`src/rtl/demux_scan_sequencer.sv`:
```
// Scan sequencer for a 1-to-16 demux: walks the select, blanks between channels and
// drives each channel's frame bit for a fixed dwell. Frames arrive double-buffered.
module demux_scan_sequencer #(
   parameter int unsigned CLK_DIV      = 50000,
   parameter int unsigned BLANK_CYCLES = 2
) (
   input  logic        clk,
   input  logic        rst,
   input  logic        enable,
   input  logic        load_valid,
   output logic        load_ready,
   input  logic [15:0] frame_data,
   output logic [3:0]  sel_out,
   output logic        data_out,
   output logic        frame_done,
   output logic        busy
);

   localparam int unsigned MAX_CNT   = (CLK_DIV > BLANK_CYCLES) ? CLK_DIV : BLANK_CYCLES;
   localparam int unsigned CNT_W     = $clog2(MAX_CNT + 1);
   localparam int unsigned BLANK_END = (BLANK_CYCLES > 0) ? BLANK_CYCLES - 1 : 0;
   localparam logic [CNT_W-1:0] DRIVE_LAST = CNT_W'(CLK_DIV - 1);
   localparam logic [CNT_W-1:0] BLANK_LAST = CNT_W'(BLANK_END);

   typedef enum logic [1:0] {
      IDLE  = 2'd0,
      BLANK = 2'd1,
      DRIVE = 2'd2
   } state_e;

   // Every channel starts in BLANK unless blanking is disabled.
   localparam state_e FIRST_ST = (BLANK_CYCLES > 0) ? BLANK : DRIVE;

   state_e           state, nxt_state;
   logic [CNT_W-1:0] cnt, nxt_cnt;
   logic [15:0]      active, nxt_active;
   logic [15:0]      shadow, nxt_shadow;
   logic             pending, nxt_pending;
   logic [3:0]       nxt_sel;
   logic             nxt_data, nxt_frame_done, nxt_busy;
   logic             swap, transfer;

   always_ff @(posedge clk or posedge rst) begin
      if (rst) begin
         state      <= IDLE;
         cnt        <= '0;
         active     <= '0;
         shadow     <= '0;
         pending    <= 1'b0;
         load_ready <= 1'b1;
         sel_out    <= '0;
         data_out   <= 1'b0;
         frame_done <= 1'b0;
         busy       <= 1'b0;
      end else begin
         state      <= nxt_state;
         cnt        <= nxt_cnt;
         active     <= nxt_active;
         shadow     <= nxt_shadow;
         pending    <= nxt_pending;
         load_ready <= ~nxt_pending;
         sel_out    <= nxt_sel;
         data_out   <= nxt_data;
         frame_done <= nxt_frame_done;
         busy       <= nxt_busy;
      end
   end

   always_comb begin
      nxt_state = state;
      nxt_cnt   = cnt;
      nxt_sel   = sel_out;
      swap      = 1'b0;

      case (state)
         IDLE: begin
            nxt_sel = 4'd0;
            if (enable) begin
               nxt_state = FIRST_ST;
               nxt_cnt   = '0;
               swap      = 1'b1;
            end
         end
         BLANK: begin
            if (cnt == BLANK_LAST) begin
               nxt_state = DRIVE;
               nxt_cnt   = '0;
            end else begin
               nxt_cnt = cnt + CNT_W'(1);
            end
         end
         DRIVE: begin
            if (cnt == DRIVE_LAST) begin
               nxt_cnt = '0;
               if (sel_out == 4'd15) begin
                  nxt_sel = 4'd0;
                  swap    = 1'b1;
               end else begin
                  nxt_sel = sel_out + 4'd1;
               end
               // A dropped enable is only honoured once the dwell has completed.
               if (enable) begin
                  nxt_state = FIRST_ST;
               end else begin
                  nxt_state = IDLE;
                  nxt_sel   = 4'd0;
               end
            end else begin
               nxt_cnt = cnt + CNT_W'(1);
            end
         end
         default: begin
            nxt_state = IDLE;
            nxt_cnt   = '0;
            nxt_sel   = 4'd0;
         end
      endcase

      // Shadow accepts only while empty, so a swap and a transfer never collide on pending.
      transfer    = load_valid & ~pending;
      nxt_active  = (swap && pending) ? shadow : active;
      nxt_shadow  = transfer ? frame_data : shadow;
      nxt_pending = transfer ? 1'b1 : (swap ? 1'b0 : pending);

      // Demux asserts out[15-sel]; ~sel is 15-sel for a 4-bit select.
      nxt_data       = (nxt_state == DRIVE) & nxt_active[~nxt_sel];
      nxt_frame_done = (nxt_state == DRIVE) && (nxt_cnt == DRIVE_LAST) && (nxt_sel == 4'd15);
      nxt_busy       = (nxt_state != IDLE);
   end

endmodule

```
`config.mk`:
```
export PLATFORM = sky130hd
export DESIGN_NAME = demux_scan_sequencer
export DESIGN_NICKNAME = d
export VERILOG_FILES = /design/src/rtl/demux_scan_sequencer.sv
export SDC_FILE = /design/constraint.sdc
export NUM_CORES = 1
export LEC_CHECK = 0
export ABC_AREA = 1
export CORE_AREA = 2 2 64 112
export CTS_CLUSTER_SIZE = 10
export DETAILED_ROUTE_END_ITERATION = 12
export DIE_AREA = 0 0 66 114
export GPL_ROUTABILITY_DRIVEN = 0
export PLACE_DENSITY = 0.76
export SYNTH_ARGS = -nofsm -noshare
export SYNTH_HDL_FRONTEND = slang
export SYNTH_SLANG_ARGS = --single-unit
export TNS_END_PERCENT = 100
```
`constraint.sdc`:
```
create_clock -name clk -period 1.83 [get_ports clk]
set_input_delay 0.183 -clock clk [delete_from_list [all_inputs] [get_ports clk]]
set_output_delay 0.183 -clock clk [all_outputs]
set_load 0.02 [all_outputs]
```
==> out/metrics.csv, run 1 <==
metric,value,unit
grt ovf,0,
sequential-to-total area share from yosys stat,44.1,%
met2 Resource Use GR,52.5,%
Ys Warns,0,
Final setup viols,6,
arrival time worst endpoint,2.32,ns
register area,1480,um2
PwrDens,1310,nW/um2
peak supply drop,1.32,mV
Detail Placement HPWL,7150,um
setup repair after global routing missed its margin,yes,
CTS buffer count,9,
met3 Use GR,4.93,%
crit-path max FO,8,
Nets,601,
Vias/cell,5.48,
LEAKAGE,0.00257,uW
final setup margin,-0.232,ns
Post-synth ARST share,100,%
GRT busiest layer,met2,
number of H-tree branching levels,3,
Cells after Synth,451,
Crit. End Element,flop,
Setup CP Type,flop to flop,
Worst R2R Path Depth,15,
Port Buffers,27,
All-Layer GR Usage,29.1,%
Avg Inst Size Synth,7.44,um2
met1 usage,28.1,%
I/O pin count,28,
share of Yosys cell area claimed by the top area cell type,43.3,%
Yosys reg bits,59,
router iterations before antenna repair,6,
Fmax,485,MHz
leading area contributor after synthesis,dfrtp_1,
syn_nets,478,
Slew headroom,62.5,%
Main synth FF type,dfrtp_1,
clock-pin slew on the worst setup and hold paths,0.05,ns
outcome,finished with violations,
Yosys cell types,32,
first-pass GRT wire length,16200,um
DR WL/cell,16.3,um
"Slew Viols, Final",0,
Final Hold Viols,0,
utilization after layout,74.1,%
largest net degree at the start of global routing,42,
maxcap violations,0,
Initial Util,50.0,%
Ant. Diodes,0,
vias in the first global route,3627,
hold_buf cts,0,
CTS sink count,59,
Final Power,6500,uW
CTS root buffer,clkbuf_16,
post-route setup TNS,-0.602,ns
FP Rows,40,
DRT Wirelength,10800,um
Hold Path Class,input port to async pin,
Chip Width,66,um
"Clk Latency, worst-skew pair",0.33,ns
1st-iter DRT viols,306,
clk_skew,0.00755,ns
failing checks,setup timing,
worst hold slack,0.136,ns
Vias,3634,
"top cells by count, synth","155 x nand2_1, 58 x dfrtp_1, 57 x inv_1",
Post-DRT Antenna Nets,0,
# fillers,473,
Longest Clk Path Bufs,2,
"top cells by area, synth","dfrtp_1 43%, nand2_1 17%, nand3_1 8.4%, inv_1 6.4%, mux2_2 5.0%",
TritonCTS clock tree,built,
Crit path required time,2.09,ns
crit share post-route,113,%
area growth from synthesis to layout,48.1,%
die area,7520,um2
Worst-Margin Slew,0.563,ns
DRC Markers,0,
Die Span Y,114,um
area of the core region,6710,um2
CP startpoint kind,flop,
most repeated cell in the gate-level netlist after synthesis,nand2_1,
initial antenna violation count,0,
share of cells above drive strength 1,34.9,%
area of the mapped netlist,3350,um2
Multi-input gate area,1850,um2
Post-synth EDFFs,0,
"Min Clock Period, post-route",2.06,ns
-- layer usage --
layer  up-vias  routed length (um)
met1      1674                3500
met3        89                 540
met5         -                   0
met2       197                5740
li1       1674                   -
met4         0                1010
-- area by class of cell --
cell class,instances,area share (%)
Multi-Input combinational cell,326,37.3
Sequential cell,59,29.8
Timing Repair Buffer,118,20.0
Clock buffer,10,4.81
Inverter,60,4.63
Tap cell,84,2.12
Clock inverter,6,1.31
-- repair_timing --
item,in CTS,in global routing
cloned,2,1
pin swaps,16,15
buffers inserted,3,7
resized for setup,26,51
endpoints found under the setup margin,6,13
-- critical path, stage by stage (launching register included) --
cell and delay [ns]:
dfrtp_1 0.38, inv_1 0.08, ha_2 0.17, buf_4 0.13, nand2_1 0.07, inv_1 0.08, nand4_1 0.14, nand2_2 0.11
inv_1 0.07, nor2_4 0.22, nand2_1 0.11, nand3_1 0.09, nand3_1 0.07, nand3_1 0.09, nand2_1 0.06, nor2_1 0.11
-- state kept, by name, indices dropped and copies added (netlist names) --
register	count
state	2
active	16
shadow	16
sel_out	4
load_ready	1
busy	1
frame_done	1
data_out	1
cnt	16
pending	1
-- path summary, 6_finish.rpt --
kind | start | to | slack (ns)
min in group clk | frame_data[12] | shadow[12] | 0.45
hold / removal | rst | cnt[5] | 0.14
setup reg to reg | state[0] | data_out | -0.23
hold reg to reg | active[11] | active[11] | 0.49
max in group asynchronous | rst | load_ready | 1.13
setup / recovery | state[0] | data_out | -0.23
-- per-stage QoR --
stage | setup WS [ns] | area, um2 | std cells
CTS | -0.145 | 4750 | 656
global route | -0.347 | 4970 | 663
finish | -0.232 | 4970 | 663
detailed placement | -0.203 | 4320 | 635
floorplan | 0.00231 | 3360 | 451
global placement | -0.178 | 4320 | 635
-- power breakdown --
part	total (uW)	switching, uW	internal [uW]
combinational	2790	1590	1200
sequential	2030	276	1760
clock	1670	588	1090
total	6500	2450	4050
-- cells in the final DEF, fill, tap and decap left out, types with 2 or more instances in the layout --
cell type          n
nand2_2           15
nor3_1             4
nand2_4            6
mux2_2            15
dfrtp_2            4
a21oi_2            3
nor2_2            11
nand3_1           48
ha_1               4
dfrtp_1           54
clkdlybuf4s50_1   27
nand2_1          140
o21ai_1            2
inv_2             11
nand3_2            9
nor2_4             9
ha_2               2
clkbuf_16          9
buf_6              4
buf_12             2
a21oi_1            5
o211ai_1           3
nand4_1            7
o21ai_0            6
clkinv_2           2
inv_1             48
clkinv_4           2
nor2_1            26
buf_4             85
-- cell families (layout without fill, tap and decap cells) --
logic type | after synthesis | in the layout | synth area share, %
simple gates | 277 | 279 | 35.8
buf+inv | 68 | 194 | 8.02
flops | 59 | 59 | 44.1
compound gates | 23 | 23 | 3.99
mux | 15 | 15 | 5.04
fa+ha+maj | 7 | 7 | 2.61
xor+xnor | 2 | 2 | 0.522
Power figures use the tool's default switching activity.
==> inputs of run 2 (changes only) <==
--- a/config.mk
+++ b/config.mk
@@ -7,11 +7,13 @@
 export LEC_CHECK = 0
 export ABC_AREA = 1
 export CORE_AREA = 2 2 64 112
+export CTS_CLUSTER_DIAMETER = 100
 export CTS_CLUSTER_SIZE = 10
 export DETAILED_ROUTE_END_ITERATION = 12
 export DIE_AREA = 0 0 66 114
 export GPL_ROUTABILITY_DRIVEN = 0
 export PLACE_DENSITY = 0.76
+export SLEW_MARGIN = 20
 export SYNTH_ARGS = -nofsm -noshare
 export SYNTH_HDL_FRONTEND = slang
 export SYNTH_SLANG_ARGS = --single-unit
==> results of run 2 <==
The final DEF is identical to that of run 1; final timing and power are the same.
==> inputs of run 3 (changes only) <==
--- a/config.mk
+++ b/config.mk
@@ -6,6 +6,7 @@
 export NUM_CORES = 1
 export LEC_CHECK = 0
 export ABC_AREA = 1
+export ABC_CLOCK_PERIOD_IN_PS = 1830
 export CORE_AREA = 2 2 64 112
 export CTS_CLUSTER_DIAMETER = 100
 export CTS_CLUSTER_SIZE = 10
==> results of run 3 <==
The final DEF is identical to that of run 1; final timing and power are the same.
